`src/rtl/mm_pkg.sv`:
```
`default_nettype none
// ============================================================================
//  Module  : mm_pkg
//  Purpose : Shared definitions for the matrix-multiply stream sequencer:
//            one-hot controller state encoding, default matrix dimensions
//            and the derived per-frame word counts.
//  Ports   : none (package)
//  Config  : none
//  Revision: 1.0 - initial release
// ============================================================================
package mm_pkg;

    // Default matrix dimensions: A is MxN, B is NxP, RES is MxP.
    localparam int DEF_M = 64;
    localparam int DEF_N = 8;
    localparam int DEF_P = 2;

    // Words per frame for each matrix at the default dimensions.
    localparam int A_WORDS   = DEF_M * DEF_N;
    localparam int B_WORDS   = DEF_N * DEF_P;
    localparam int RES_WORDS = DEF_M * DEF_P;

    // Controller states, one-hot, 5 bits.
    typedef enum logic [4:0] {
        IDLE   = 5'b00001,
        LOAD_A = 5'b00010,
        LOAD_B = 5'b00100,
        RUN    = 5'b01000,
        DRAIN  = 5'b10000
    } state_t;

endpackage
`default_nettype wire

```
`src/rtl/mm_out_skid.sv`:
```
`default_nettype none
// ============================================================================
//  Module  : mm_out_skid
//  Purpose : Two-entry valid/ready skid buffer for the RES read path. The
//            head entry drives the output directly from registers, so the
//            presented word stays stable while the consumer stalls.
//  Ports   : clk, resetn           clock / synchronous active-low reset
//            in_valid/data/last    word returning from the RES RAM
//            out_valid/data/last   head of buffer toward the master stream
//            out_ready             consumer accepts the head word
//            count[1:0]            current occupancy (0..2)
//  Config  : none
//  Revision: 1.0 - initial release
// ============================================================================
module mm_out_skid #(
    parameter int width = 8
) (
    input  logic             clk,
    input  logic             resetn,
    input  logic             in_valid,
    input  logic [width-1:0] in_data,
    input  logic             in_last,
    output logic             out_valid,
    output logic [width-1:0] out_data,
    output logic             out_last,
    input  logic             out_ready,
    output logic [1:0]       count
);

    logic [width-1:0] r_data0;
    logic [width-1:0] r_data1;
    logic             r_last0;
    logic             r_last1;
    logic [1:0]       r_cnt;
    logic             w_pop;

    assign w_pop     = (r_cnt != 2'd0) & out_ready;
    assign out_valid = (r_cnt != 2'd0);
    assign out_data  = r_data0;
    assign out_last  = r_last0;
    assign count     = r_cnt;

    // Slot 0 is always the head. The producer never pushes into a full
    // buffer, because it reserves space before issuing a read.
    always_ff @(posedge clk) begin
        if (!resetn) begin
            r_data0 <= '0;
            r_data1 <= '0;
            r_last0 <= 1'b0;
            r_last1 <= 1'b0;
            r_cnt   <= 2'd0;
        end else begin
            case ({in_valid, w_pop})
                2'b10: begin
                    if (r_cnt == 2'd0) begin
                        r_data0 <= in_data;
                        r_last0 <= in_last;
                    end else begin
                        r_data1 <= in_data;
                        r_last1 <= in_last;
                    end
                    r_cnt <= r_cnt + 2'd1;
                end
                2'b01: begin
                    r_data0 <= r_data1;
                    r_last0 <= r_last1;
                    r_cnt   <= r_cnt - 2'd1;
                end
                2'b11: begin
                    if (r_cnt == 2'd1) begin
                        r_data0 <= in_data;
                        r_last0 <= in_last;
                    end else begin
                        r_data0 <= r_data1;
                        r_last0 <= r_last1;
                        r_data1 <= in_data;
                        r_last1 <= in_last;
                    end
                end
                default: ;
            endcase
        end
    end

endmodule
`default_nettype wire

```
`src/rtl/mm_stream_ctrl.sv`:
```
`default_nettype none
// ============================================================================
//  Module  : mm_stream_ctrl
//  Purpose : Stream-side sequencer for the matrix-multiply core. Loads A
//            (MxN) then B (NxP) from a valid/ready slave stream into the A/B
//            RAMs, runs the core with a held Start/Done handshake, then
//            streams the MxP result out of the RES RAM on a master stream.
//  Ports   : clk, resetn                      clock / sync active-low reset
//            s_tdata/s_tvalid/s_tready/s_tlast input stream
//            m_tdata/m_tvalid/m_tready/m_tlast result stream
//            A_write_*, B_write_*              RAM write ports
//            RES_read_en/address/data_out      RES RAM read port (1-cycle)
//            mm_start, mm_done                 core handshake
//            err_tlast                         sticky misplaced-tlast flag
//            cyc_count[31:0]                   RUN cycle count (optional)
//  Config  : MM_CYC_CNT_EN - when defined, adds cyc_count.
//  Revision: 1.0 - initial release
// ============================================================================
module mm_stream_ctrl
    import mm_pkg::*;
#(
    parameter int width          = 8,
    parameter int A_depth_bits   = 9,
    parameter int B_depth_bits   = 9,
    parameter int RES_depth_bits = 9,
    parameter int M              = DEF_M,
    parameter int N              = DEF_N,
    parameter int P              = DEF_P
) (
    input  logic                      clk,
    input  logic                      resetn,
    input  logic [width-1:0]          s_tdata,
    input  logic                      s_tvalid,
    output logic                      s_tready,
    input  logic                      s_tlast,
    output logic [width-1:0]          m_tdata,
    output logic                      m_tvalid,
    input  logic                      m_tready,
    output logic                      m_tlast,
    output logic                      A_write_en,
    output logic [A_depth_bits-1:0]   A_write_address,
    output logic [width-1:0]          A_write_data_in,
    output logic                      B_write_en,
    output logic [B_depth_bits-1:0]   B_write_address,
    output logic [width-1:0]          B_write_data_in,
    output logic                      RES_read_en,
    output logic [RES_depth_bits-1:0] RES_read_address,
    input  logic [width-1:0]          RES_read_data_out,
    output logic                      mm_start,
    input  logic                      mm_done,
`ifdef MM_CYC_CNT_EN
    output logic [31:0]               cyc_count,
`endif
    output logic                      err_tlast
);

    localparam int c_A_WORDS   = M * N;
    localparam int c_B_WORDS   = N * P;
    localparam int c_RES_WORDS = M * P;
    localparam int c_A_CW      = A_depth_bits + 1;
    localparam int c_B_CW      = B_depth_bits + 1;
    localparam int c_R_CW      = RES_depth_bits + 1;

    localparam logic [c_A_CW-1:0] c_A_LAST  = c_A_CW'(c_A_WORDS - 1);
    localparam logic [c_B_CW-1:0] c_B_LAST  = c_B_CW'(c_B_WORDS - 1);
    localparam logic [c_R_CW-1:0] c_R_LAST  = c_R_CW'(c_RES_WORDS - 1);
    localparam logic [c_R_CW-1:0] c_R_WORDS = c_R_CW'(c_RES_WORDS);

    state_t            r_state;
    state_t            w_next;
    logic [c_A_CW-1:0] r_a_cnt;
    logic [c_B_CW-1:0] r_b_cnt;
    logic [c_R_CW-1:0] r_rd_cnt;
    logic              r_pend;        // read issued last cycle, data on RES bus now
    logic              r_pend_last;   // that read was for the final RES word
    logic [1:0]        w_occ;
    logic              w_pop;
    logic              w_room;
    logic              w_a_last;
    logic              w_b_last;

    assign w_a_last = (r_a_cnt == c_A_LAST);
    assign w_b_last = (r_b_cnt == c_B_LAST);
    assign w_pop    = m_tvalid & m_tready;

    // ------------------------------------------------------------------
    // State register
    // ------------------------------------------------------------------
    always_ff @(posedge clk) begin
        if (!resetn) begin
            r_state <= IDLE;
        end else begin
            r_state <= w_next;
        end
    end

    // ------------------------------------------------------------------
    // Next state and state-decoded outputs
    // ------------------------------------------------------------------
    always_comb begin
        w_next   = r_state;
        s_tready = 1'b0;
        mm_start = 1'b0;
        case (r_state)
            IDLE: begin
                w_next = LOAD_A;
            end
            LOAD_A: begin
                s_tready = 1'b1;
                if (s_tvalid && w_a_last) begin
                    w_next = LOAD_B;
                end
            end
            LOAD_B: begin
                s_tready = 1'b1;
                if (s_tvalid && w_b_last) begin
                    w_next = RUN;
                end
            end
            RUN: begin
                // Start is held for the whole RUN state and drops on the
                // same edge that samples Done.
                mm_start = 1'b1;
                if (mm_done) begin
                    w_next = DRAIN;
                end
            end
            DRAIN: begin
                if (w_pop && m_tlast) begin
                    w_next = IDLE;
                end
            end
            default: begin
                w_next = IDLE;
            end
        endcase
    end

    // ------------------------------------------------------------------
    // RES read issue. A read lands in the skid one cycle later, so the
    // slot it needs must be free even if nothing pops in the meantime:
    // words held plus words in flight, minus this cycle's pop, must leave
    // room for one more.
    // ------------------------------------------------------------------
    assign w_room = ({1'b0, w_occ} + {2'b00, r_pend}) <= (3'd1 + {2'b00, w_pop});

    assign RES_read_en      = (r_state == DRAIN) && (r_rd_cnt < c_R_WORDS) && w_room;
    assign RES_read_address = r_rd_cnt[RES_depth_bits-1:0];

    // ------------------------------------------------------------------
    // Load datapath, tlast checking, read counters
    // ------------------------------------------------------------------
    always_ff @(posedge clk) begin
        if (!resetn) begin
            r_a_cnt         <= '0;
            r_b_cnt         <= '0;
            r_rd_cnt        <= '0;
            r_pend          <= 1'b0;
            r_pend_last     <= 1'b0;
            A_write_en      <= 1'b0;
            A_write_address <= '0;
            A_write_data_in <= '0;
            B_write_en      <= 1'b0;
            B_write_address <= '0;
            B_write_data_in <= '0;
            err_tlast       <= 1'b0;
        end else begin
            A_write_en  <= 1'b0;
            B_write_en  <= 1'b0;
            r_pend      <= RES_read_en;
            r_pend_last <= RES_read_en && (r_rd_cnt == c_R_LAST);

            if (r_state == IDLE) begin
                r_a_cnt  <= '0;
                r_b_cnt  <= '0;
                r_rd_cnt <= '0;
            end

            // s_tready is high throughout both load states, so s_tvalid
            // alone marks a handshake there.
            if (r_state == LOAD_A && s_tvalid) begin
                A_write_en      <= 1'b1;
                A_write_address <= r_a_cnt[A_depth_bits-1:0];
                A_write_data_in <= s_tdata;
                r_a_cnt         <= r_a_cnt + 1'b1;
                if (s_tlast) begin
                    err_tlast <= 1'b1;
                end
            end

            if (r_state == LOAD_B && s_tvalid) begin
                B_write_en      <= 1'b1;
                B_write_address <= r_b_cnt[B_depth_bits-1:0];
                B_write_data_in <= s_tdata;
                r_b_cnt         <= r_b_cnt + 1'b1;
                if (s_tlast != w_b_last) begin
                    err_tlast <= 1'b1;
                end
            end

            if (RES_read_en) begin
                r_rd_cnt <= r_rd_cnt + 1'b1;
            end
        end
    end

    // ------------------------------------------------------------------
    // Output skid buffer
    // ------------------------------------------------------------------
    mm_out_skid #(
        .width (width)
    ) u_skid (
        .clk       (clk),
        .resetn    (resetn),
        .in_valid  (r_pend),
        .in_data   (RES_read_data_out),
        .in_last   (r_pend_last),
        .out_valid (m_tvalid),
        .out_data  (m_tdata),
        .out_last  (m_tlast),
        .out_ready (m_tready),
        .count     (w_occ)
    );

`ifdef MM_CYC_CNT_EN
    // ------------------------------------------------------------------
    // RUN-state cycle counter: cleared on entry, saturating, held outside RUN.
    // ------------------------------------------------------------------
    always_ff @(posedge clk) begin
        if (!resetn) begin
            cyc_count <= 32'd0;
        end else if (r_state != RUN && w_next == RUN) begin
            cyc_count <= 32'd0;
        end else if (r_state == RUN && cyc_count != 32'hFFFF_FFFF) begin
            cyc_count <= cyc_count + 32'd1;
        end
    end
`endif

endmodule
`default_nettype wire

```
`config.mk`:
```
export PLATFORM = sky130hd
export DESIGN_NAME = mm_stream_ctrl
export DESIGN_NICKNAME = d
export VERILOG_FILES = /design/src/rtl/mm_pkg.sv /design/src/rtl/mm_out_skid.sv /design/src/rtl/mm_stream_ctrl.sv
export SDC_FILE = /design/constraint.sdc
export NUM_CORES = 1
export LEC_CHECK = 0
export CORE_MARGIN = 10
export CORE_UTILIZATION = 50
export CTS_CLUSTER_DIAMETER = 150
export DETAILED_ROUTE_END_ITERATION = 7
export GPL_TIMING_DRIVEN = 0
export HOLD_SLACK_MARGIN = 0.1
export PLACE_DENSITY_LB_ADDON = 0.25
export SYNTH_ARGS = -nofsm -noshare
export SYNTH_HDL_FRONTEND = slang
export SYNTH_SLANG_ARGS = --single-unit
```
`constraint.sdc`:
```
create_clock -name clk -period 7 [get_ports clk]
set_clock_uncertainty 0.1 [all_clocks]
set_input_delay 1.4 -clock clk [delete_from_list [all_inputs] [get_ports clk]]
set_output_delay 1.4 -clock clk [all_outputs]
set_load 0.005 [all_outputs]
```
==> results of run 1 <==
-- per-stage QoR --
step | utilization [%] | setup WS [ns] | power [µW]
floorplan | - | 2.42 | 718
global placement | 62.9 | 1.20 | 805
detailed placement | 62.9 | 1.18 | 813
CTS | 65.5 | 1.16 | 1210
global route | 65.5 | 0.991 | 1260
finish | 65.5 | 1.16 | 1200
-- layout by cell type (no fill, tap or decap), types with 8 or more instances in the layout --
master           netlist  routed
dfxtp_1               94      94
nand2_1              101     101
clkdlybuf4s50_1        0      80
nand3_1               26      26
buf_2                  9       9
nor2_1                29      29
mux2i_1               12      12
inv_1                 13      13
clkbuf_1              15      16
o21ai_0                8       8
clkbuf_8               0       9
a311oi_1              14      14
buf_4                 10      10
ha_1                   8       8
a21oi_1               49      49
-- how the worst min path moves through the flow --
stage	start	endpoint	slack, ns
final	B_write_address[4]$_SDFFE_PN0P_	B_write_address[4]$_SDFFE_PN0P_	0.36
after global routing	A_write_data_in[1]$_SDFFE_PN0P_	A_write_data_in[1]$_SDFFE_PN0P_	0.37
after CTS	A_write_data_in[1]$_SDFFE_PN0P_	A_write_data_in[1]$_SDFFE_PN0P_	0.36
after detailed placement	A_write_data_in[1]$_SDFFE_PN0P_	A_write_data_in[1]$_SDFFE_PN0P_	0.35
after global placement	B_write_data_in[2]$_SDFFE_PN0P_	B_write_data_in[2]$_SDFFE_PN0P_	0.34
after floorplan	A_write_address[0]$_SDFFE_PN0P_	A_write_address[0]$_SDFFE_PN0P_	0.35
-- cells by family (layout without fill, tap and decap cells) --
kind of cell / after synthesis / after routing / synth area share [%]
fa+ha+maj: 9 / 9 / 2.82
mux: 13 / 13 / 3.08
xor+xnor: 5 / 5 / 1.03
simple gates: 215 / 215 / 26.6
buf+inv: 52 / 148 / 6.61
flops: 94 / 94 / 44.2
compound gates: 102 / 102 / 15.7
-- state kept, by name, summed over array words and instances, names as in the netlist, 9 cells and up --
name / cells
A_write_address: 9
B_write_address: 9
r_a_cnt: 10
r_b_cnt: 10
r_rd_cnt: 10
-- layer usage --
layer / wire (µm) / GRT usage, % / up-vias
li1: - / - / 1905
met1: 4660 / 20.0 / 1832
met2: 5490 / 28.7 / 102
met3: 586 / 4.95 / 12
met4: 131 / 4.40 / 0
met5: 0 / 0 / -
-- final cells by class --
class / instances / share of cell area [%]
sequential: 94 / 34.8
clock inverter: 6 / 1.73
inverter: 13 / 0.902
multi-input combinational: 344 / 38.7
tap: 105 / 2.43
timing repair buffer: 80 / 14.8
buffer: 39 / 4.30
clock buffer: 10 / 2.36
-- worst reg2reg max path, delay by kind of cell (launching register included) --
kind            cells  cell delay [ns]
flops               1             0.42
buf+inv             3             0.66
compound gates      3             1.21
fa+ha+maj           2             0.76
simple gates        2             0.22
-- power by group through the flow --
stage	clock network, µW	logic (µW)	registers, µW
final	400	227	574
after global routing	429	250	577
after CTS	405	229	574
after detailed placement	0	226	586
after global placement	0	220	585
after floorplan	0	134	585
==> metrics.md, run 1 <==
| Metric | Value |
|---|---|
| YS warnings | 0 |
| Largest cells by area after synthesis | dfxtp_1 (44%), nand2_1 (8.9%), a21oi_1 (5.8%) |
| Hold_buf cts | 0 |
| Yosys reg bits | 94 |
| Crit. End Element | primary output |
| Worst reg2reg path startpoint | u_skid.count[0]$_SDFFE_PN0P_ |
| Crit start category | input pin |
| Clk pwr share | 33.3% |
| Crit path to | RES_read_en |
| Area leader, netlist | dfxtp_1 |
| Post-Route Setup TNS | 0 ns |
| Slew headroom | 57.2% |
| Fin cells | 691 |
| Placed inst area | 5190 µm² |
| Final Instance Area | 5410 µm² |
| Placed cell count | 675 |
| Worst-path fanout max | 10 |
| CP peak stage delay | 0.53 ns |
| Syn_area_per_cell | 8.69 µm² |
| Layout cells sized above 1 | 9.90% |
| CTS tree | built |
| RSZ-0062 raised after global routing | no |
| Vias in the first global route | 3,607 |
| Die area | 12,600 µm² |
| CP max-delay cell | fa_1 |
| Cts repair resizes | 0 |
| Post-CTS setup buffer count | 0 |
| H-tree levels | 3 |
| Largest net degree at the start of global routing | 17 |
| WL/cell | 15.7 µm |
| WP data arrival | 4.34 ns |
| Synth Net Count | 521 |
| Ant diodes | 0 |
| Initial antenna violation count | 0 |
| Core area | 8260 µm² |
| Clk root buf | clkbuf_8 |
| VDD IR max | 0.104 mV |
| Drt total wl | 10,900 µm |
| GP Congestion | 0.799 |
| Synth cell types | 61 |
| Initial Utilization | 51.6% |
| Final Hold Viols | 0 |
| Remaining antenna violation count | 0 |
| Sw Pwr | 337 µW |
| Horiz. Die Dim | 112 µm |
| Post-Syn Area | 4260 µm² |
| Reg power frac | 47.8% |
| Hold_ws | 0.358 ns |
| DR vias | 3,851 |
| Die extent in y | 112 µm |
| Max-slew violation count | 0 |
| FMAX | 0.171 GHz |
| Final nets | 612 |
| Top_reg_cell synth | dfxtp_1 |
| GR Util All Layers | 16.7% |
| Dpl hpwl | 7940 µm |
| Global-route wire length before repair | 17,900 µm |
| Clock Sinks | 94 |
| Required @ worst endpoint | 5.50 ns |
| Vias per inst | 5.57 |
| DRC | 0 |
| Clk_lat worst skew | 0.37 ns |
| Status | finished, final reports clean |
| FF-to-FF path depth | 10 |
| Combinational power share | 18.9% |
| Total internal power | 863 µW |
| Tcrit/Tclk final | 83.5% |
| Yosys top cell area share | 44.2% |
| Top Family by Delay on Critical Path | buffers and inverters |
| Synthesis-to-layout area growth | 27.1% |
| Crit-path most repeated cell | clkdlybuf4s50_1 |
| Number of max-cap violations | 0 |
| Worst min path class | reg2reg |
| Worst Max-Slew Pin Slew | 0.641 ns |
| CP cell instances | clkdlybuf4s50_1 -> nor2b_1 -> buf_2 -> clkbuf_1 -> fa_1 -> nor3b_1 -> o211ai_4 -> inv_1 -> clkdlybuf4s50_1 |
| CP bufs+invs | 5 |
| Register cell area after layout | 1880 µm² |
| Cell Pwr Density | 222 nW/µm² |
| Post-Syn Instances | 490 |
| P_leak | 0.00191 µW |
| Commonest cells post-synth | nand2_1 (101), dfxtp_1 (94), a21oi_1 (49) |
| Sequential area share after synthesis | 44.2% |
| IO Port Bufs | 80 |
| # rows | 33 |
| # IOs | 81 |
| First-pass DRT Iterations | 6 |
| Minimum clock period | 5.84 ns |
| Global route overflow | 0 |
| Reg clk slew, reported paths | 0.09 ns |
| Clk buf depth | 2 |
| Critical path type | in2out |
| Number of enable flip-flop cells after synthesis | 0 |
| DRT iter0 DRCs | 167 |
| Switching part of the total power | 28.1% |
| Multi-input logic area | 2100 µm² |
| Filler Cell Count | 718 |
| End of the worst register-to-register path | r_rd_cnt[4]$_SDFFE_PN0P_ |
| Reg2reg setup slack | 3.52 ns |
| Crit path from | m_tready |
| Final Setup Violations | 0 |
| CTS buffer count | 9 |
| Async SR Flop Fraction | 0% |
| WP depth | 9 |
| Worst hold path stage count | 2 |
| Top-count cell post-synth | nand2_1 |
No activity file was read; power rests on OpenSTA's default activity.
==> run 2: changes to the inputs <==
--- a/config.mk
+++ b/config.mk
@@ -6,7 +6,7 @@
 export NUM_CORES = 1
 export LEC_CHECK = 0
 export CORE_MARGIN = 10
-export CORE_UTILIZATION = 50
+export CORE_UTILIZATION = 47
 export CTS_CLUSTER_DIAMETER = 150
 export DETAILED_ROUTE_END_ITERATION = 7
 export GPL_TIMING_DRIVEN = 0
==> constraint.sdc (replaced) <==
create_clock -name clk -period 5.2 [get_ports clk]
set_clock_uncertainty 0.1 [all_clocks]
set_input_delay 1.04 -clock clk [delete_from_list [all_inputs] [get_ports clk]]
set_output_delay 1.04 -clock clk [all_outputs]
set_load 0.005 [all_outputs]
==> metrics.md, run 2 (synthesis results as in run 1) <==
| Metric | Value |
|---|---|
| Synthesis-to-layout area growth | 27.0% |
| Placed inst area | 5190 µm² |
| Cts repair resizes | 0 |
| CTS buffer count | 9 |
| Die area | 13,300 µm² |
| Initial antenna violation count | 0 |
| Minimum clock period | 4.81 ns |
| Crit start category | input pin |
| Placed cell count | 678 |
| IO Port Bufs | 80 |
| Global-route wire length before repair | 18,000 µm |
| VDD IR max | 0.165 mV |
| DRT iter0 DRCs | 223 |
| Slew headroom | 55.2% |
| GP Congestion | 0.823 |
| Drt total wl | 10,900 µm |
| WP data arrival | 3.67 ns |
| H-tree levels | 3 |
| RSZ-0062 raised after global routing | no |
| Combinational power share | 19.1% |
| Max-slew violation count | 0 |
| Remaining antenna violation count | 0 |
| Post-CTS setup buffer count | 0 |
| WL/cell | 15.7 µm |
| Hold Crit Endpoint | B_write_address[4]$_SDFFE_PN0P_ |
| Hold_ws | 0.357 ns |
| Clock Sinks | 94 |
| End of the worst register-to-register path | r_rd_cnt[5]$_SDFFE_PN0P_ |
| Worst min path class | reg2reg |
| Worst-path fanout max | 16 |
| Crit. End Element | primary output |
| Vias per inst | 5.44 |
| Power, Total | 1590 µW |
| Top flop regs | r_a_cnt: 10 flops, r_b_cnt: 10 flops, r_rd_cnt: 10 flops |
| Final Hold Viols | 0 |
| Core area | 8760 µm² |
| CTS tree | built |
| GR Util All Layers | 16.3% |
| Filler Cell Count | 773 |
| Fin cells | 693 |
| First-pass DRT Iterations | 5 |
| Die extent in y | 115 µm |
| Worst reg2reg path startpoint | u_skid.count[1]$_SDFFE_PN0P_ |
| Clk buf depth | 2 |
| Vias in the first global route | 3,659 |
| Initial Utilization | 48.6% |
| Reg clk slew, reported paths | 0.09 ns |
| Ant diodes | 0 |
| # rows | 34 |
| Critical path type | in2out |
| Largest net degree at the start of global routing | 16 |
| FMAX | 0.208 GHz |
| Clk pwr share | 32.4% |
| Final Setup Violations | 0 |
| Commonest non-fill, non-tap cell in the layout | nand2_1 |
| # IOs | 81 |
| Total internal power | 1150 µW |
| Final nets | 611 |
| Worst hold path stage count | 2 |
| Dpl hpwl | 8020 µm |
| Hold_buf cts | 0 |
| P_leak | 0.00191 µW |
| Clk_lat worst skew | 0.36 ns |
| DRC | 0 |
| Post-Route Setup TNS | 0 ns |
| Switching part of the total power | 27.7% |
| Horiz. Die Dim | 115 µm |
| Register cell area after layout | 1880 µm² |
| FF-to-FF path depth | 9 |
| Sw Pwr | 441 µW |
| Reg power frac | 48.6% |
| Number of max-cap violations | 0 |
| Layout cells sized above 1 | 10.1% |
| Hold_sp | B_write_address[4]$_SDFFE_PN0P_ |
| DR vias | 3,773 |
| Reg2reg setup slack | 2.02 ns |
| Status | finished, final reports clean |
| Worst Max-Slew Pin Slew | 0.671 ns |
| Tcrit/Tclk final | 92.5% |
| Clk root buf | clkbuf_8 |
| Global route overflow | 0 |
| Required @ worst endpoint | 4.06 ns |
| Multi-input logic area | 2100 µm² |
| Final Instance Area | 5410 µm² |
| Cell Pwr Density | 294 nW/µm² |
| Most frequent cells in the layout | nand2_1 (101), dfxtp_1 (94), clkdlybuf4s50_1 (80) |
==> run 2: worst max-delay path by stage <==
stage	startpoint	endpoint	slack (ns)	cells past startpoint
after floorplan	m_tready	RES_read_en	1.34	7
after global routing	m_tready	RES_read_en	0.21	8
after detailed placement	m_tready	RES_read_en	0.08	9
after CTS	m_tready	RES_read_en	0.06	9
after global placement	m_tready	RES_read_en	0.10	9
final	m_tready	RES_read_en	0.39	8
==> run 2: area by class of cell <==
type                            count  share of cell area [%]
Clock inverter                      4                   0.994
Buffer                             38                    4.23
Sequential cell                    94                    34.8
Timing Repair Buffer               80                    14.8
Inverter                           13                   0.902
Multi-Input combinational cell    344                    38.7
Clock buffer                       12                    3.05
Tap cell                          108                    2.50
==> run 2: metrics by stage <==
stage,setup WS (ns),utilization [%]
after global placement,0.104,59.3
after CTS,0.0559,61.8
after global routing,0.205,61.7
after floorplan,1.34,-
after detailed placement,0.0806,59.3
final,0.393,61.7
==> run 2: power groups by stage <==
stage	Clock [µW]	Sequential, µW	Combinational [µW]
detailed placement	0	790	306
global placement	0	787	297
finish	515	772	303
CTS	524	773	308
floorplan	0	787	180
global route	547	777	338
==> run 2: critical path: stages <==
cell	delay [ns]
clkdlybuf4s50_1	0.49
nor2b_1	0.13
buf_2	0.29
fa_1	0.50
nor3b_1	0.44
o211ai_4	0.14
inv_1	0.13
clkdlybuf4s50_1	0.52
==> run 2: layer usage <==
| metal | vias to the layer above | global-route usage, % | part of all wire, % |
|---|---|---|---|
| met1 | 1777 | 20.2 | 44 |
| met3 | 10 | 3.70 | 5.3 |
| li1 | 1896 | - | - |
| met5 | - | 0 | 0 |
| met2 | 90 | 27.1 | 50 |
| met4 | 0 | 5.86 | 0.84 |
